File: config.mk
export PLATFORM = sky130hd
export DESIGN_NAME = pc_sequencer
export DESIGN_NICKNAME = d
export VERILOG_FILES = /design/src/rtl/pc_seq_pkg.sv /design/src/rtl/pc_redirect_buf.sv /design/src/rtl/pc_sequencer.sv
export SDC_FILE = /design/constraint.sdc
export NUM_CORES = 1
export LEC_CHECK = 0
export CORE_MARGIN = 3
export CORE_UTILIZATION = 35
export CTS_BUF_LIST = sky130_fd_sc_hd__clkbuf_8 sky130_fd_sc_hd__clkbuf_16
export CTS_CLUSTER_DIAMETER = 200
export DETAILED_ROUTE_END_ITERATION = 10
export GPL_TIMING_DRIVEN = 0
export PLACE_DENSITY = 0.69
export SLEW_MARGIN = 20
export SYNTH_ARGS = -nofsm -noshare
export SYNTH_HDL_FRONTEND = slang
export SYNTH_SLANG_ARGS = --single-unit
File: constraint.sdc
create_clock -name clk -period 4.8 [get_ports clk]
set_input_delay 0.72 -clock clk [delete_from_list [all_inputs] [get_ports clk]]
set_output_delay 0.72 -clock clk [all_outputs]
set_load 0.1 [all_outputs]
File: src/rtl/pc_seq_pkg.sv
// Shared definitions for the PC sequencer.
//   PC_W       : width of a program counter value
//   INSN_BYTES : byte stride of one sequential fetch
//   seq_state_t: sequencer FSM encoding (BOOT/RUN/REDIR/HALTED)
package pc_seq_pkg;

  localparam int PC_W = 64;
  localparam logic [PC_W-1:0] INSN_BYTES = 64'd4;

  typedef enum logic [1:0] {
    ST_BOOT   = 2'd0,
    ST_RUN    = 2'd1,
    ST_REDIR  = 2'd2,
    ST_HALTED = 2'd3
  } seq_state_t;

endpackage

File: src/rtl/pc_redirect_buf.sv
// Pending-redirect register: holds the target of a taken branch (or trap)
// until instruction memory can accept the redirected fetch.
// Ports:
//   clk   - rising-edge clock
//   reset - synchronous active-high reset, clears the register
//   load  - capture din
//   clear - drop the held target (load wins if both are set)
//   din   - target to capture
//   q     - held target
module pc_redirect_buf
  import pc_seq_pkg::*;
(
  input  logic            clk,
  input  logic            reset,
  input  logic            load,
  input  logic            clear,
  input  logic [PC_W-1:0] din,
  output logic [PC_W-1:0] q
);

  always_ff @(posedge clk) begin
    if (reset) begin
      q <= '0;
    end else if (load) begin
      q <= din;
    end else if (clear) begin
      q <= '0;
    end
  end

endmodule

File: src/rtl/pc_sequencer.sv
// PC sequencer: decides each cycle whether the PC register is written and
// with what value (reset vector, sequential fetch, or a pending redirect).
// Optional feature: define PC_SEQ_TRAP_EN to add the trap input and the
// TRAP_VECTOR parameter; a trap redirects to TRAP_VECTOR ahead of br_taken.
// Ports:
//   clk, reset          - clock, synchronous active-high reset
//   pc_cur              - current PC register value
//   stall               - hazard-unit hold request
//   br_taken, br_target - taken-branch pulse and its target
//   imem_ready          - instruction memory accepts a fetch this cycle
//   halt                - HLT retired, stop sequencing
//   trap                - (PC_SEQ_TRAP_EN only) redirect to TRAP_VECTOR
//   pc_write, pc_next   - PC register write enable and load value
//   flush               - squash IF/ID
//   seq_state           - current FSM state, debug visibility
//
// Handshake: a fetch happens in a cycle where pc_write=1; the sequencer only
// raises pc_write when imem_ready=1 and stall=0 (BOOT excepted, which always
// loads the reset vector). pc_next is forced to 0 whenever pc_write=0.
module pc_sequencer
  import pc_seq_pkg::*;
#(
  parameter logic [63:0] RESET_VECTOR = 64'h0
`ifdef PC_SEQ_TRAP_EN
  ,
  parameter logic [63:0] TRAP_VECTOR = 64'h400
`endif
) (
  input  logic        clk,
  input  logic        reset,
  input  logic [63:0] pc_cur,
  input  logic        stall,
  input  logic        br_taken,
  input  logic [63:0] br_target,
  input  logic        imem_ready,
  input  logic        halt,
`ifdef PC_SEQ_TRAP_EN
  input  logic        trap,
`endif
  output logic        pc_write,
  output logic [63:0] pc_next,
  output logic        flush,
  output logic [1:0]  seq_state
);

  seq_state_t      state_q;
  seq_state_t      state_d;
  logic            redir_req;
  logic [PC_W-1:0] redir_tgt;
  logic            pend_load;
  logic            pend_clear;
  logic [PC_W-1:0] pend_tgt;

  // A redirect request merges the branch and (optionally) the trap source;
  // the trap target wins when both fire in the same cycle.
`ifdef PC_SEQ_TRAP_EN
  assign redir_req = trap | br_taken;
  assign redir_tgt = trap ? TRAP_VECTOR : br_target;
`else
  assign redir_req = br_taken;
  assign redir_tgt = br_target;
`endif

  pc_redirect_buf u_redirect_buf (
    .clk   (clk),
    .reset (reset),
    .load  (pend_load),
    .clear (pend_clear),
    .din   (redir_tgt),
    .q     (pend_tgt)
  );

  always_ff @(posedge clk) begin
    if (reset) begin
      state_q <= ST_BOOT;
    end else begin
      state_q <= state_d;
    end
  end

  always_comb begin
    state_d    = state_q;
    pc_write   = 1'b0;
    pc_next    = '0;
    flush      = 1'b0;
    pend_load  = 1'b0;
    pend_clear = 1'b0;

    case (state_q)
      ST_BOOT: begin
        pc_write = 1'b1;
        pc_next  = RESET_VECTOR;
        state_d  = ST_RUN;
      end
      ST_RUN: begin
        if (redir_req) begin
          pend_load = 1'b1;
          flush     = 1'b1;
          state_d   = ST_REDIR;
        end else if (halt) begin
          state_d = ST_HALTED;
        end else if (!stall && imem_ready) begin
          pc_write = 1'b1;
          pc_next  = pc_cur + INSN_BYTES;
        end
      end
      ST_REDIR: begin
        // A newer redirect replaces the older pending one.
        if (redir_req) begin
          pend_load = 1'b1;
          flush     = 1'b1;
        end else if (imem_ready && !stall) begin
          pc_write   = 1'b1;
          pc_next    = pend_tgt;
          pend_clear = 1'b1;
          state_d    = ST_RUN;
        end
      end
      ST_HALTED: begin
        state_d = ST_HALTED;
      end
      default: begin
        state_d = ST_BOOT;
      end
    endcase

    // Reset quiets every output in the same cycle it is asserted.
    if (reset) begin
      pc_write   = 1'b0;
      pc_next    = '0;
      flush      = 1'b0;
      pend_load  = 1'b0;
      pend_clear = 1'b0;
    end
  end

  assign seq_state = reset ? 2'(ST_BOOT) : 2'(state_q);

endmodule

==> run metrics <==
Syn. warnings 0; syn avg cell area 6.75 sq um; Die X 118 microns; fmax roughly 220 MHz; final setup vio count 0; Die Height around 120 microns; CTS tree yes; gpl congestion 0.926; final cell count without fillers 1,038; Psw approximately 510 uW; nets@finish 1,004; leakage 2.64 nW; worst slack, placed -0.285 ns; Clock Latency Late Sink 0.33 ns; post-synthesis async set-or-reset flop share 0%; htree depth 3; CTS root buffer clkbuf_16; drt drc 0; Max IR drop VDD 0.000132 V; final hold vios 0; crit share post-route between 90% and 100%; drt pass-1 iters 5; Placed Cells 1,022; Routed WL 16.9 mm; internal power ~1.2 mW; worst hold slack ~0.46 ns; Die ar. approximately 0.014 sq mm; Slew headroom 31.7%; Final WS setup 0.187 ns; largest net degree at the start of global routing 12; Syn Nets 794; layout cells sized above 1 3.68%; row count 40; TritonCTS Buffers 9; vias in the first global route 5,342; cell count after synthesis 655; worst-path maximum fanout 10; kind of critical path input pin to primary output; area delta synth->final 56.8%; DP HPWL 13.3 mm; initial antenna violation count 0; global-route wire length before repair between 20 and 30 mm; Sequential Power Share 36.6%; top cells by count, synth 141 x nand2_1, 86 x nand3_1, 66 x a21oi_1, 66 x dfxtp_1, 50 x o21ai_0; # port buffers 199; Synth cell types 34; Main synth FF type dfxtp_1; # IOs a little over 200; Post-CTS Setup Bufs 0; fin crit period between 4 and 5 ns; Required @ worst endpoint 4.08 ns; Crit. End Element primary output; max-cap violations 0; synthesized flop and latch total 66; Overflow after GRT 0; Slew @ Worst Pin 1.02 ns; diode count 0; post-synth top area share 29.9%; EDFF count, synth 0; Wirelength per Cell 16.2 microns; vias around 5,500; Power Dens Cells 242 mW/mm^2; Via density 5.29; Clk pin slew, worst setup/hold paths 0.05 ns; sw frac 30.5%; Area after DPL roughly 0.0066 sq mm; count leader, synth nand2_1; GR Util All Layers a little under a quarter; Hold-fix buffers, CTS 0; clk sinks 66; synthesized area 0.00442 sq mm; max-slew violations 0; Area contributors post-synth dfxtp_1 30%, nand2_1 12%, nand3_1 9.7%; starting DRC count in detailed routing 438; post-route ant nets 0; fin area 0.00693 sq mm; clock group share of total power 38.3%; worst hold path type flop to flop; signal arrival time at the worst endpoint 3.89 ns; dominant cell type by area after synthesis dfxtp_1; run status finished clean; Worst setup SP type input pin; clock skew 0.00493 ns; core region area around 0.012 sq mm; Seq/Total Area, Yosys 29.9%; unrepaired setup endpoints after global routing no; Initial Util 36.3%; logic gate share of total power 25.1%; deepest clock path buffer count 2
[final timing paths]
check,from,end,slack (ns),cells past startpoint
worst min register to register,u_redirect_buf.q[26],u_redirect_buf.q[26],0.46,2
worst max register to register,state_q[0],u_redirect_buf.q[57],2.32,9
worst min-delay path,u_redirect_buf.q[26],u_redirect_buf.q[26],0.46,2
worst max-delay path,br_taken,pc_next[14],0.19,9
[layer usage]
layer	global-route usage (%)	part of all wire [%]
met5	0	0
met4	7.84	1.9
met3	5.45	8.7
met2	38.9	47
met1	30.4	43
[layout make-up]
cell class	count	area, sq um
Inverter	15	56.3
Clock buffer	9	225
Sequential cell	66	1320
Tap cell	168	210
Buffer	45	171
Multi-Input combinational cell	529	2870
Timing Repair Buffer	199	2010
Fill cell	1214	5240
Clock inverter	7	61.3
[cell families (layout without fill, tap and decap cells)]
family                   count (synthesis)  in the layout  share of synthesized area (%)
buffers and inverters                   60            275                           5.15
XOR/XNOR                                60             60                           11.9
flip-flops                              66             66                           29.9
AND/OR/NAND/NOR                        334            334                           36.0
adder cells (fa/ha/maj)                  5              5                           1.42
AO/OA/AOI/OAI                          130            130                           15.6
[power groups by stage]
stage	Clock (mW)	Sequential, mW	Combinational [mW]
final	0.642	0.614	0.421
after global routing	0.681	0.618	0.458
after CTS	0.655	0.614	0.421
after detailed placement	0	0.626	0.419
after global placement	0	0.623	0.413
after floorplan	0	0.618	0.222
[through the flow]
stage          utilization (%)  total power, mW  TNS, ns
2_1_floorplan                -            0.841        0
3_3_place_gp              54.4             1.04   -0.951
3_5_place_dp              54.4             1.04    -1.16
4_1_cts                   56.7             1.69        0
5_1_grt                   57.0             1.76        0
6_report                  57.0             1.68        0
[critical path, cell delays in order]
cell and delay (ns):
clkdlybuf4s50_1 0.47, inv_1 0.09, and3_1 0.16, nand2_1 0.07, nor2_1 0.54, clkbuf_1 0.43
nand2_1 0.11, o21ai_0 0.12, clkdlybuf4s50_1 1.18
[flip-flops by register name, summed over array words and instances (netlist names)]
name and cells:
state_q 2, u_redirect_buf.q 64
[what timing repair did]
item / CTS / global route
endpoints found under the hold margin: 0 / 0
gates resized for setup: 14 / 32
endpoints found under the setup margin: 13 / 25
[layout by cell type, fill, tap and decap left out, types with 2 or more instances in the layout]
| master | n |
|---|---|
| a21oi_1 | 66 |
| a22oi_1 | 11 |
| and2_1 | 4 |
| and3_1 | 6 |
| and4_1 | 4 |
| buf_1 | 6 |
| buf_2 | 2 |
| clkbuf_1 | 37 |
| clkbuf_16 | 9 |
| clkbuf_2 | 4 |
| clkdlybuf4s50_1 | 166 |
| clkinv_2 | 4 |
| dfxtp_1 | 66 |
| dlygate4sd2_1 | 8 |
| dlymetal6s2s_1 | 20 |
| ha_1 | 5 |
| inv_1 | 16 |
| nand2_1 | 141 |
| nand2b_1 | 2 |
| nand3_1 | 86 |
| nand4_1 | 13 |
| nand4_2 | 2 |
| nor2_1 | 34 |
| nor3_1 | 20 |
| nor4_1 | 11 |
| o21ai_0 | 50 |
| or2_2 | 3 |
| xnor2_1 | 37 |
| xor2_1 | 23 |
Power figures use the tool's default switching activity.
